`src/rtl/bullet_ctrl.sv`:
```
// Player bullet controller: launches on a fire edge sampled at frame ticks and
// climbs each frame. A hit turns the bullet into a timed explosion.
module bullet_ctrl #(
  parameter logic [9:0] START_Y        = 10'd440,
  parameter logic [9:0] SPEED          = 10'd4,
  parameter logic [9:0] X_OFFSET       = 10'd16,
  parameter logic [9:0] X_MAX          = 10'd639,
  parameter logic [3:0] EXPLODE_FRAMES = 4'd8
) (
  input  logic       clk,
  input  logic       rst,
  input  logic       enb,
  input  logic       pixel_0_line_0,
  input  logic       fire,
  input  logic [9:0] player_x,
  input  logic       hit,
  output logic       bullet_active,
  output logic       explode_active,
  output logic [9:0] bullet_x,
  output logic [9:0] bullet_y,
  output logic [7:0] hit_count,
  output logic       miss
);

  typedef enum logic [1:0] {
    S_IDLE    = 2'd0,
    S_FLY     = 2'd1,
    S_EXPLODE = 2'd2
  } state_t;

  state_t      r_state;
  state_t      w_state_nxt;
  logic        r_fire_q;
  logic        r_pending;
  logic        r_miss;
  logic [3:0]  r_frames;
  logic [9:0]  r_x;
  logic [9:0]  r_y;
  logic [7:0]  r_hits;

  logic        w_tick;
  logic        w_launch;
  logic        w_go;
  logic        w_hit_fly;
  logic        w_offscreen;
  logic        w_explode_done;
  logic [10:0] w_x_sum;
  logic [9:0]  w_x_launch;

  assign w_tick    = enb & pixel_0_line_0;
  assign w_launch  = w_tick & fire & ~r_fire_q;
  assign w_go      = (r_state == S_IDLE) & w_tick & (w_launch | r_pending);
  // A hit outranks the off-screen check when both land on the same tick.
  assign w_hit_fly      = (r_state == S_FLY) & enb & hit;
  assign w_offscreen    = (r_state == S_FLY) & w_tick & (r_y < SPEED) & ~w_hit_fly;
  assign w_explode_done = (r_state == S_EXPLODE) & w_tick & (r_frames <= 4'd1);

  // Sum in 11 bits so a right-edge player cannot wrap the bullet to the left.
  assign w_x_sum    = {1'b0, player_x} + {1'b0, X_OFFSET};
  assign w_x_launch = (w_x_sum > {1'b0, X_MAX}) ? X_MAX : w_x_sum[9:0];

  always_ff @(posedge clk or negedge rst) begin
    if (!rst) begin
      r_state <= S_IDLE;
    end else begin
      r_state <= w_state_nxt;
    end
  end

  always_comb begin
    w_state_nxt = r_state;
    case (r_state)
      S_IDLE: begin
        if (w_go) w_state_nxt = S_FLY;
      end
      S_FLY: begin
        if (w_hit_fly)        w_state_nxt = S_EXPLODE;
        else if (w_offscreen) w_state_nxt = S_IDLE;
      end
      S_EXPLODE: begin
        if (w_explode_done) w_state_nxt = S_IDLE;
      end
      default: w_state_nxt = S_IDLE;
    endcase
  end

  always_comb begin
    bullet_active  = (r_state == S_FLY);
    explode_active = (r_state == S_EXPLODE);
    bullet_x       = r_x;
    bullet_y       = r_y;
    hit_count      = r_hits;
    miss           = r_miss;
  end

  // Fire edge detector and the one-deep launch buffer.
  always_ff @(posedge clk or negedge rst) begin
    if (!rst) begin
      r_fire_q  <= 1'b0;
      r_pending <= 1'b0;
    end else begin
      if (w_tick) r_fire_q <= fire;
      if (r_state == S_IDLE) begin
        if (w_go) r_pending <= 1'b0;
      end else if (w_launch) begin
        r_pending <= 1'b1;
      end
    end
  end

  always_ff @(posedge clk or negedge rst) begin
    if (!rst) begin
      r_x <= 10'd0;
      r_y <= 10'd0;
    end else if (w_go) begin
      r_x <= w_x_launch;
      r_y <= START_Y;
    end else if ((r_state == S_FLY) && w_tick && !w_hit_fly && !w_offscreen) begin
      r_y <= r_y - SPEED;
    end
  end

  always_ff @(posedge clk or negedge rst) begin
    if (!rst) begin
      r_frames <= 4'd0;
      r_hits   <= 8'd0;
      r_miss   <= 1'b0;
    end else begin
      r_miss <= w_offscreen;
      if (w_hit_fly) begin
        r_frames <= EXPLODE_FRAMES;
        if (r_hits != 8'hFF) r_hits <= r_hits + 8'd1;
      end else if ((r_state == S_EXPLODE) && w_tick && (r_frames != 4'd0)) begin
        r_frames <= r_frames - 4'd1;
      end
    end
  end

endmodule

```
`config.mk`:
```
export PLATFORM = sky130hd
export DESIGN_NAME = bullet_ctrl
export DESIGN_NICKNAME = d
export VERILOG_FILES = /design/src/rtl/bullet_ctrl.sv
export SDC_FILE = /design/constraint.sdc
export NUM_CORES = 1
export LEC_CHECK = 0
export BUFFER_PORTS_ARGS = -buffer_cell sky130_fd_sc_hd__buf_4
export CAP_MARGIN = 5
export CORE_AREA = 2 2 64 66
export DETAILED_ROUTE_END_ITERATION = 6
export DIE_AREA = 0 0 66 68
export GPL_TIMING_DRIVEN = 1
export PLACE_DENSITY = 0.83
export SETUP_SLACK_MARGIN = 0.05
export SLEW_MARGIN = 15
export SYNTH_ARGS = -nofsm -noshare
export SYNTH_HDL_FRONTEND = slang
export SYNTH_SLANG_ARGS = --single-unit
export TNS_END_PERCENT = 30
```
`constraint.sdc`:
```
create_clock -name clk -period 2.2 [get_ports clk]
set_input_delay 0 -clock clk [delete_from_list [all_inputs] [get_ports clk]]
set_output_delay 0 -clock clk [all_outputs]
set_load 0.01 [all_outputs]
```
### Word level (Yosys, flattened, before mapping)

Cells that the tools add are included.

* output and inout bits: 31
* word-level logic and storage cells: 64
* input port bits: 16
* register bits after elaboration: 37

* multiplexer cells: 13
* $lt $le $gt $ge: 3
* add/subtract/negate cells: 4
* reductions and logical operators: 15
* eq/ne operators: 6
* bitwise operators: 15

Operators with widths (number)
* 10-bit 2-to-1 mux: 3
* 1-bit bitwise AND: 12
* 10-bit by 5-bit adder with 11-bit output, second input constant: 1
* 11-bit by 10-bit greater-than comparator with 1-bit output, second input constant: 1
* 10-bit by 3-bit less-than comparator with 1-bit output, second input constant: 1
* 10-bit by 3-bit subtractor with 10-bit output, second input constant: 1
* 8-bit by 1-bit adder with 8-bit output, second input constant: 1
* 2-bit 2-to-1 mux: 4
* 4-bit 2-to-1 mux: 2
* 8-bit != test, second input constant: 1
* 2-bit one-hot mux with 3 select lines: 1
* 2-bit nonzero test: 3
* 1-bit logical AND: 5
* 4-bit by 1-bit less-or-equal comparator with 1-bit output, second input constant: 1
* 2-bit AND reduction: 2
* 4-bit nonzero test: 1
* 4-bit by 1-bit subtractor with 4-bit output, second input constant: 1
* 1-bit 2-to-1 mux: 3
* 3-bit by 1-bit != test with 1-bit output, second input constant: 1
* 3-bit AND reduction: 1
* 2-bit by 1-bit == test with 1-bit output, second input constant: 1
* 2-bit == test, second input constant: 1
* 1-bit logical NOT: 2
* 2-bit logical NOT: 1
* 4 further kinds: 5

### Depth between registers and ports, before layout

Gate-level depths: netlist of run 1.

* depth after elaboration: 9
* gate-level depth with buffers: 6
* mapped depth without buffers: 6

### Worst setup path before layout of run 1

OpenSTA, ideal clock, no wires.

* path kind: register -> register
* from: register r_y[2] (netlist: bullet_y[2])
* to: register r_y[7] (netlist: bullet_y[7])
* arrival time: 1.811 ns
* setup slack: 0.257 ns
* period minus slack after synthesis: 1.943 ns
* path buffers: 0
* stages on the path, launching flop included: 7
* library setup time: 0.132 ns
* required time: 2.068 ns
* cell sequence: dfrtp_1 > inv_1 > ha_1 > or3b_2 > o2111ai_4 > nor3_1 > or3b_1

* word-level cells in the longest chain between the ends: 6
* elaborated cells between the ends (all ways): 9
* classes of those cells: 1 x add/sub; 1 x order compare; 2 x mux; 2 x bitwise; 3 x reduce/logical

Ends and longest elaborated chain
* start: declaration: RTL line 38 `logic [9:0] r_y;`
* start signal: assignment: RTL line 119 `r_y <= r_y - SPEED;`
* 10-bit by 3-bit less-than comparator with 1-bit output: RTL line 55 `assign w_offscreen = (r_state == S_FLY) & w_tick & (r_y < SPEED) & ~w_hit_fly;`
* 1-bit bitwise AND (2 in series): RTL line 55
* 1-bit logical NOT: RTL line 118 `end else if ((r_state == S_FLY) && w_tick && !w_hit_fly && !w_offscreen) begin`
* 1-bit logical AND: RTL line 118
* 2-bit nonzero test (no source line)

Several ways; a longest one is shown, not always the timed one. The select of a mux whose other input is x is not followed.
A chain may end at the register's enable or synchronous reset.

### Worst setup path after layout of run 1

Ends and elaborated chain as after synthesis.

==> results.json, run 1 <==
{
  "postCtsSetupRepairBufs": 0,
  "async_flop_share_pct": 100.0,
  "yosysWarnings": 0,
  "cts_max_level": 2,
  "leakagePower_nw": 1.077,
  "finalSetupTns_ps": 0,
  "finalHoldViolCount": 0,
  "initial_core_util_pct": 49.58,
  "clock-skew-final_ps": 6.319,
  "row_count": 23,
  "syn2layout_area_growth_pct": 26.51,
  "fmax_ghz": 0.4864,
  "layout-drive-gt1-share_pct": 29.66,
  "seq_area_frac_synth_pct": 45.81,
  "layout.nets": 258,
  "met2_length_um": 1917,
  "fillers": 329,
  "gp_congestion": 0.8084,
  "globalRoute.totalOverflow": 0,
  "diodes": 0,
  "drv_slew": 0,
  "yosysUniqueCellTypes": 52,
  "cts.sinks": 35,
  "cts_buffer_depth": 2,
  "drc": 0,
  "crit_fanout": 6,
  "core_area_um2": 3856,
  "worstHoldEndpoint": "bullet_x[0]",
  "synth_most_common_cell": "dfrtp_1",
  "grt_max_degree": 36,
  "grt_antenna_before_repair": 0,
  "clockRootBuffer": "clkbuf_8",
  "r2r_slack_ps": 140,
  "hp-class": "in2reg",
  "synth_area_leaders": "dfrtp_1 46%, ha_1 4.6%, xor2_1 4.1%",
  "ys.flop_type": "dfrtp_1",
  "crit-reg2reg-capture": "bullet_y[7]",
  "reg2reg_depth": 6,
  "drt_iter0_drc": 91,
  "clk-insertion-delay-late_ps": 290,
  "synth_common_cells": "35 x dfrtp_1, 20 x nor2_1, 11 x inv_1",
  "wl_met3_um": 234,
  "crit_path_start_kind": "flip-flop",
  "ys_seq_elements": 35,
  "grt_usage_pct": 18.95,
  "clk_pin_slew_ps": 70,
  "syn_avg_cell_area_um2": 10.62,
  "synth_top_area_cell": "dfrtp_1",
  "placed_area_um2": 2267,
  "avgRoutedWirePerCell_um": 13.94,
  "hold_slack_ps": 7.975,
  "hold_depth": 3,
  "syn_area_um2": 1912,
  "topRoutingLayerUsed": "met4",
  "synth-edff-count": 0,
  "regArea_um2": 875.8,
  "cap_violations": 0,
  "worstSetupPathType": "reg2reg",
  "vias": 1569,
  "required_ps": 2360,
  "min_period_over_period_pct": 93.44,
  "cts_tree": "yes",
  "tightest_slew_ps": 556.0,
  "multi_input_area_um2": 944.7,
  "numCtsBuffers": 5,
  "min_from": "player_x[0]",
  "outcome": "completed",
  "power.density_nw_per_um2": 969.7,
  "final_core_util_pct": 62.72,
  "synth_top_area_share_pct": 45.81,
  "critPathArrivalTime_ps": 2220,
  "ant_nets": 0,
  "vdd_drop_max_mv": 0.6757,
  "slew_headroom_pct": 62.87,
  "wl_met1_um": 1747,
  "avgViaCountPerCell": 5.486,
  "final.min_clock_period_ps": 2056,
  "grt_pass1_vias": 1421,
  "die_x_um": 66,
  "reg2reg_from": "bullet_y[2]",
  "synthCells": 180,
  "dp_hpwl_um": 2832,
  "fp.dieH_um": 68,
  "rsz0062_at_grt": "no",
  "cp-end-kind": "flip-flop",
  "setup_viol": 0,
  "grt_pass1_wl_um": 6292,
  "dieArea_um2": 4488,
  "final_area_um2": 2419,
  "portBuffers": 44,
  "drt_first_pass_iters": 4,
  "ios": 47,
  "routed_wl_um": 3988
}
[worst max-delay path, stage by stage, from the launching register on]
cell and delay (ps):
dfrtp_1 420, inv_1 110, ha_2 230, or3b_2 510
o2111ai_4 250, nor3_1 60, or3b_1 340
[repair_timing]
action / CTS / global route
endpoints found under the setup margin: 0 / 1
hold endpoints to repair: 40 / 0
resized for setup: 0 / 1
hold buffers: 6 / 0
[per-stage QoR]
step	worst slack (ps)	std cells	power [mW]
after floorplan	256.9	181	1.549
after global placement	253.0	272	1.853
after detailed placement	204.2	272	1.893
after CTS	145.3	286	2.372
after global routing	53.58	286	2.521
final	144.3	286	2.345
[sequential cells by signal, summed over array words and instances, names as in the netlist]
register / count
bullet_y: 8
r_state: 2
r_fire_q: 1
hit_count: 8
miss: 1
bullet_x: 10
r_pending: 1
r_frames: 4
[layer usage]
layer | global-route usage (%) | up-vias
li1 | - | 753
met1 | 22.73 | 755
met2 | 31.57 | 49
met3 | 6.086 | 12
met4 | 8.163 | 0
met5 | 0 | -
[layout make-up]
cell class | instances | area share, %
Multi-Input combinational cell | 130 | 39.06
Sequential cell | 35 | 36.21
Timing Repair Buffer | 52 | 16.76
Clock buffer | 5 | 2.845
Tap cell | 50 | 2.587
Inverter | 11 | 1.707
Clock inverter | 3 | 0.8277
[cell usage in the layout, fill, tap and decap left out, types with 2 or more instances in the layout]
cell and instances:
and3_1 3, nor3_1 2, a31o_2 2, xor2_1 9, clkinvlp_4 2, inv_1 11
dlygate4sd3_1 6, a2111oi_0 2, a31oi_1 5, nand4b_1 2, and2_1 2, nand2b_1 4
nand3_1 6, xnor2_1 6, dfrtp_1 35, conb_1 2, ha_1 6, clkbuf_8 5
o21ai_0 6, nor3b_1 2, mux2i_1 2, mux2_2 4, nand2_1 9, buf_4 46
a211oi_1 3, a21oi_1 5, nor2_1 20, nor4_1 3
[logic make-up after synthesis]
family	after synthesis	synth area share [%]
flip-flops	35	45.81
AO/OA/AOI/OAI	34	15.05
AND/OR/NAND/NOR	66	18.98
adder cells (fa/ha/maj)	7	4.581
buffers and inverters	16	5.104
other	1	0.1961
XOR/XNOR	15	6.872
multiplexers	6	3.403
[power by group]
group / switching (mW) / leakage (nW) / internal (mW)
clock network: 0.232 / 0.0402 / 0.220
registers: 0.194 / 0.418 / 0.839
logic: 0.418 / 0.619 / 0.442
[worst max-delay path by stage]
stage / from / endpoint / slack [ps] / depth (start not counted)
floorplan: bullet_y[2] / bullet_y[7] / 260 / 6
global placement: bullet_y[2] / bullet_y[7] / 250 / 6
detailed placement: bullet_y[2] / bullet_y[7] / 200 / 6
CTS: bullet_y[2] / bullet_y[7] / 150 / 6
global route: bullet_y[2] / bullet_y[7] / 50 / 6
finish: bullet_y[2] / bullet_y[7] / 140 / 6
Power figures use the tool's default switching activity.
==> inputs of run 2 (changes only) <==
--- a/config.mk
+++ b/config.mk
@@ -15,3 +15,2 @@
 export SETUP_SLACK_MARGIN = 0.05
-export SLEW_MARGIN = 15
 export SYNTH_ARGS = -nofsm -noshare
==> constraint.sdc (replaced) <==
create_clock -name clk -period 2.2 [get_ports clk]
set_input_delay 0.66 -clock clk [delete_from_list [all_inputs] [get_ports clk]]
set_output_delay 0.66 -clock clk [all_outputs]
set_load 0.01 [all_outputs]
==> run 2 against run 1 <==
  * Critical path depth unchanged
  * Critical endpoint unchanged
  * Global-route usage decreased by 0.45 points
  * First-iteration DRC count increased by 29%
  * Sequential cell count unchanged
  * Sequential power about the same
  * Clock power increased by 15%
  * Count of clock-buffer cells in the layout increased by 3
  * Cell count decreased by 1.4%
==> results.json, run 2 (same netlist as run 1, synthesis figures left out) <==
{
  "outcome": "completed",
  "dp_hpwl_um": 2763,
  "clock-skew-final_ps": 6.600,
  "power.density_nw_per_um2": 1001,
  "r2r_slack_ps": 180,
  "final_area_um2": 2382,
  "avgViaCountPerCell": 5.348,
  "routed_wl_um": 3818,
  "avgRoutedWirePerCell_um": 13.54,
  "drc": 0,
  "postCtsSetupRepairBufs": 0,
  "cts_resized": 0,
  "initial_core_util_pct": 49.58,
  "clockRootBuffer": "clkbuf_8",
  "globalRoute.totalOverflow": 0,
  "critPathArrivalTime_ps": 2200,
  "numCtsBuffers": 5,
  "diodes": 0,
  "rsz0062_at_grt": "no",
  "regArea_um2": 875.8,
  "p_total_mw": 2.385,
  "crit_fanout": 6,
  "fmax_ghz": 0.4948,
  "grt_antenna_before_repair": 0,
  "ant_nets": 0,
  "leakagePower_nw": 1.074,
  "drt_iter0_drc": 117,
  "final_common_cell": "buf_4",
  "crit-reg2reg-capture": "bullet_y[7]",
  "largest_reg_flops": 10,
  "cts_tree": "yes",
  "ctsHoldBuffers": 0,
  "cts_buffer_depth": 2,
  "core_area_um2": 3856,
  "reg2reg_from": "bullet_y[2]",
  "layout.nets": 254,
  "drt_first_pass_iters": 4,
  "final.min_clock_period_ps": 2021,
  "grt_usage_pct": 18.50,
  "grt_pass1_wl_um": 6147,
  "cts.sinks": 35,
  "min_period_over_period_pct": 91.86,
  "crit_path_start_kind": "flip-flop",
  "hp-class": "in2async",
  "row_count": 23,
  "gp_congestion": 0.8016,
  "grt_max_degree": 36,
  "cap_violations": 0,
  "dieArea_um2": 4488,
  "finalHoldViolCount": 0,
  "cp-end-kind": "flip-flop",
  "required_ps": 2380,
  "die_x_um": 66,
  "tightest_slew_ps": 487.8,
  "syn2layout_area_growth_pct": 24.61,
  "hold_slack_ps": 297.3,
  "clk_pin_slew_ps": 70,
  "portBuffers": 44,
  "vdd_drop_max_mv": 0.7188,
  "slew_headroom_pct": 66.64,
  "layout-drive-gt1-share_pct": 30.17,
  "final_cell_mix": "48 x buf_4, 35 x dfrtp_1, 20 x nor2_1, 11 x inv_1",
  "grt_pass1_vias": 1324,
  "drv_slew": 0,
  "cts_max_level": 2,
  "vias": 1508,
  "fillers": 340,
  "fp.dieH_um": 68,
  "multi_input_area_um2": 942.2,
  "setup_viol": 0,
  "placed_area_um2": 2282,
  "worstSetupPathType": "reg2reg",
  "finalSetupTns_ps": 0,
  "clk-insertion-delay-late_ps": 300,
  "ios": 47,
  "reg2reg_depth": 6
}
==> run 2: worst max-delay path by stage <==
stage           startpoint           to  slack [ps]  cells after the start
6_report       bullet_y[2]  bullet_y[7]         180                      6
5_1_grt        bullet_y[3]  bullet_y[7]          80                      6
4_1_cts        bullet_y[2]  bullet_y[7]         160                      6
3_5_place_dp   player_x[4]  bullet_x[6]          60                      7
3_3_place_gp   player_x[4]  bullet_x[6]         120                      7
2_1_floorplan  player_x[4]  bullet_x[4]         220                      5
==> run 2: worst max-delay path, stage by stage, from the launching register on <==
cell       delay (ps)
dfrtp_1           420
inv_1              70
ha_1              230
or3b_2            520
o2111ai_4         250
nor3_1             70
or3b_1            340
==> run 2: layer usage <==
metal | up-vias | global-route usage, % | wire, µm | share of wire [%]
met5 | - | 0 | 0 | 0
met4 | 0 | 10.97 | 72 | 1.9
met3 | 8 | 3.947 | 235 | 6.2
met2 | 40 | 28.79 | 1799 | 47
met1 | 712 | 23.87 | 1711 | 45
li1 | 748 | - | - | -
==> run 2: where the power goes <==
group	internal (mW)	leakage (nW)	switching (mW)
logic	0.435	0.605	0.398
clock network	0.286	0.0515	0.234
registers	0.839	0.418	0.194
==> run 2: through the flow <==
| stage | setup WS (ps) | utilization [%] | cells |
|---|---|---|---|
| after floorplan | 224.0 | - | 181 |
| after global placement | 121.7 | 59.18 | 274 |
| after detailed placement | 57.95 | 59.18 | 274 |
| after CTS | 160.8 | 61.78 | 282 |
| after global routing | 84.36 | 61.78 | 282 |
| final | 179.0 | 61.78 | 282 |
==> run 2: final cells by class <==
class                           instances  share of cell area, %
Tap cell                               50                  2.626
Multi-Input combinational cell        130                  39.55
Inverter                               11                  1.733
Sequential cell                        35                  36.76
Clock buffer                            8                  4.202
Timing Repair Buffer                   48                  15.13
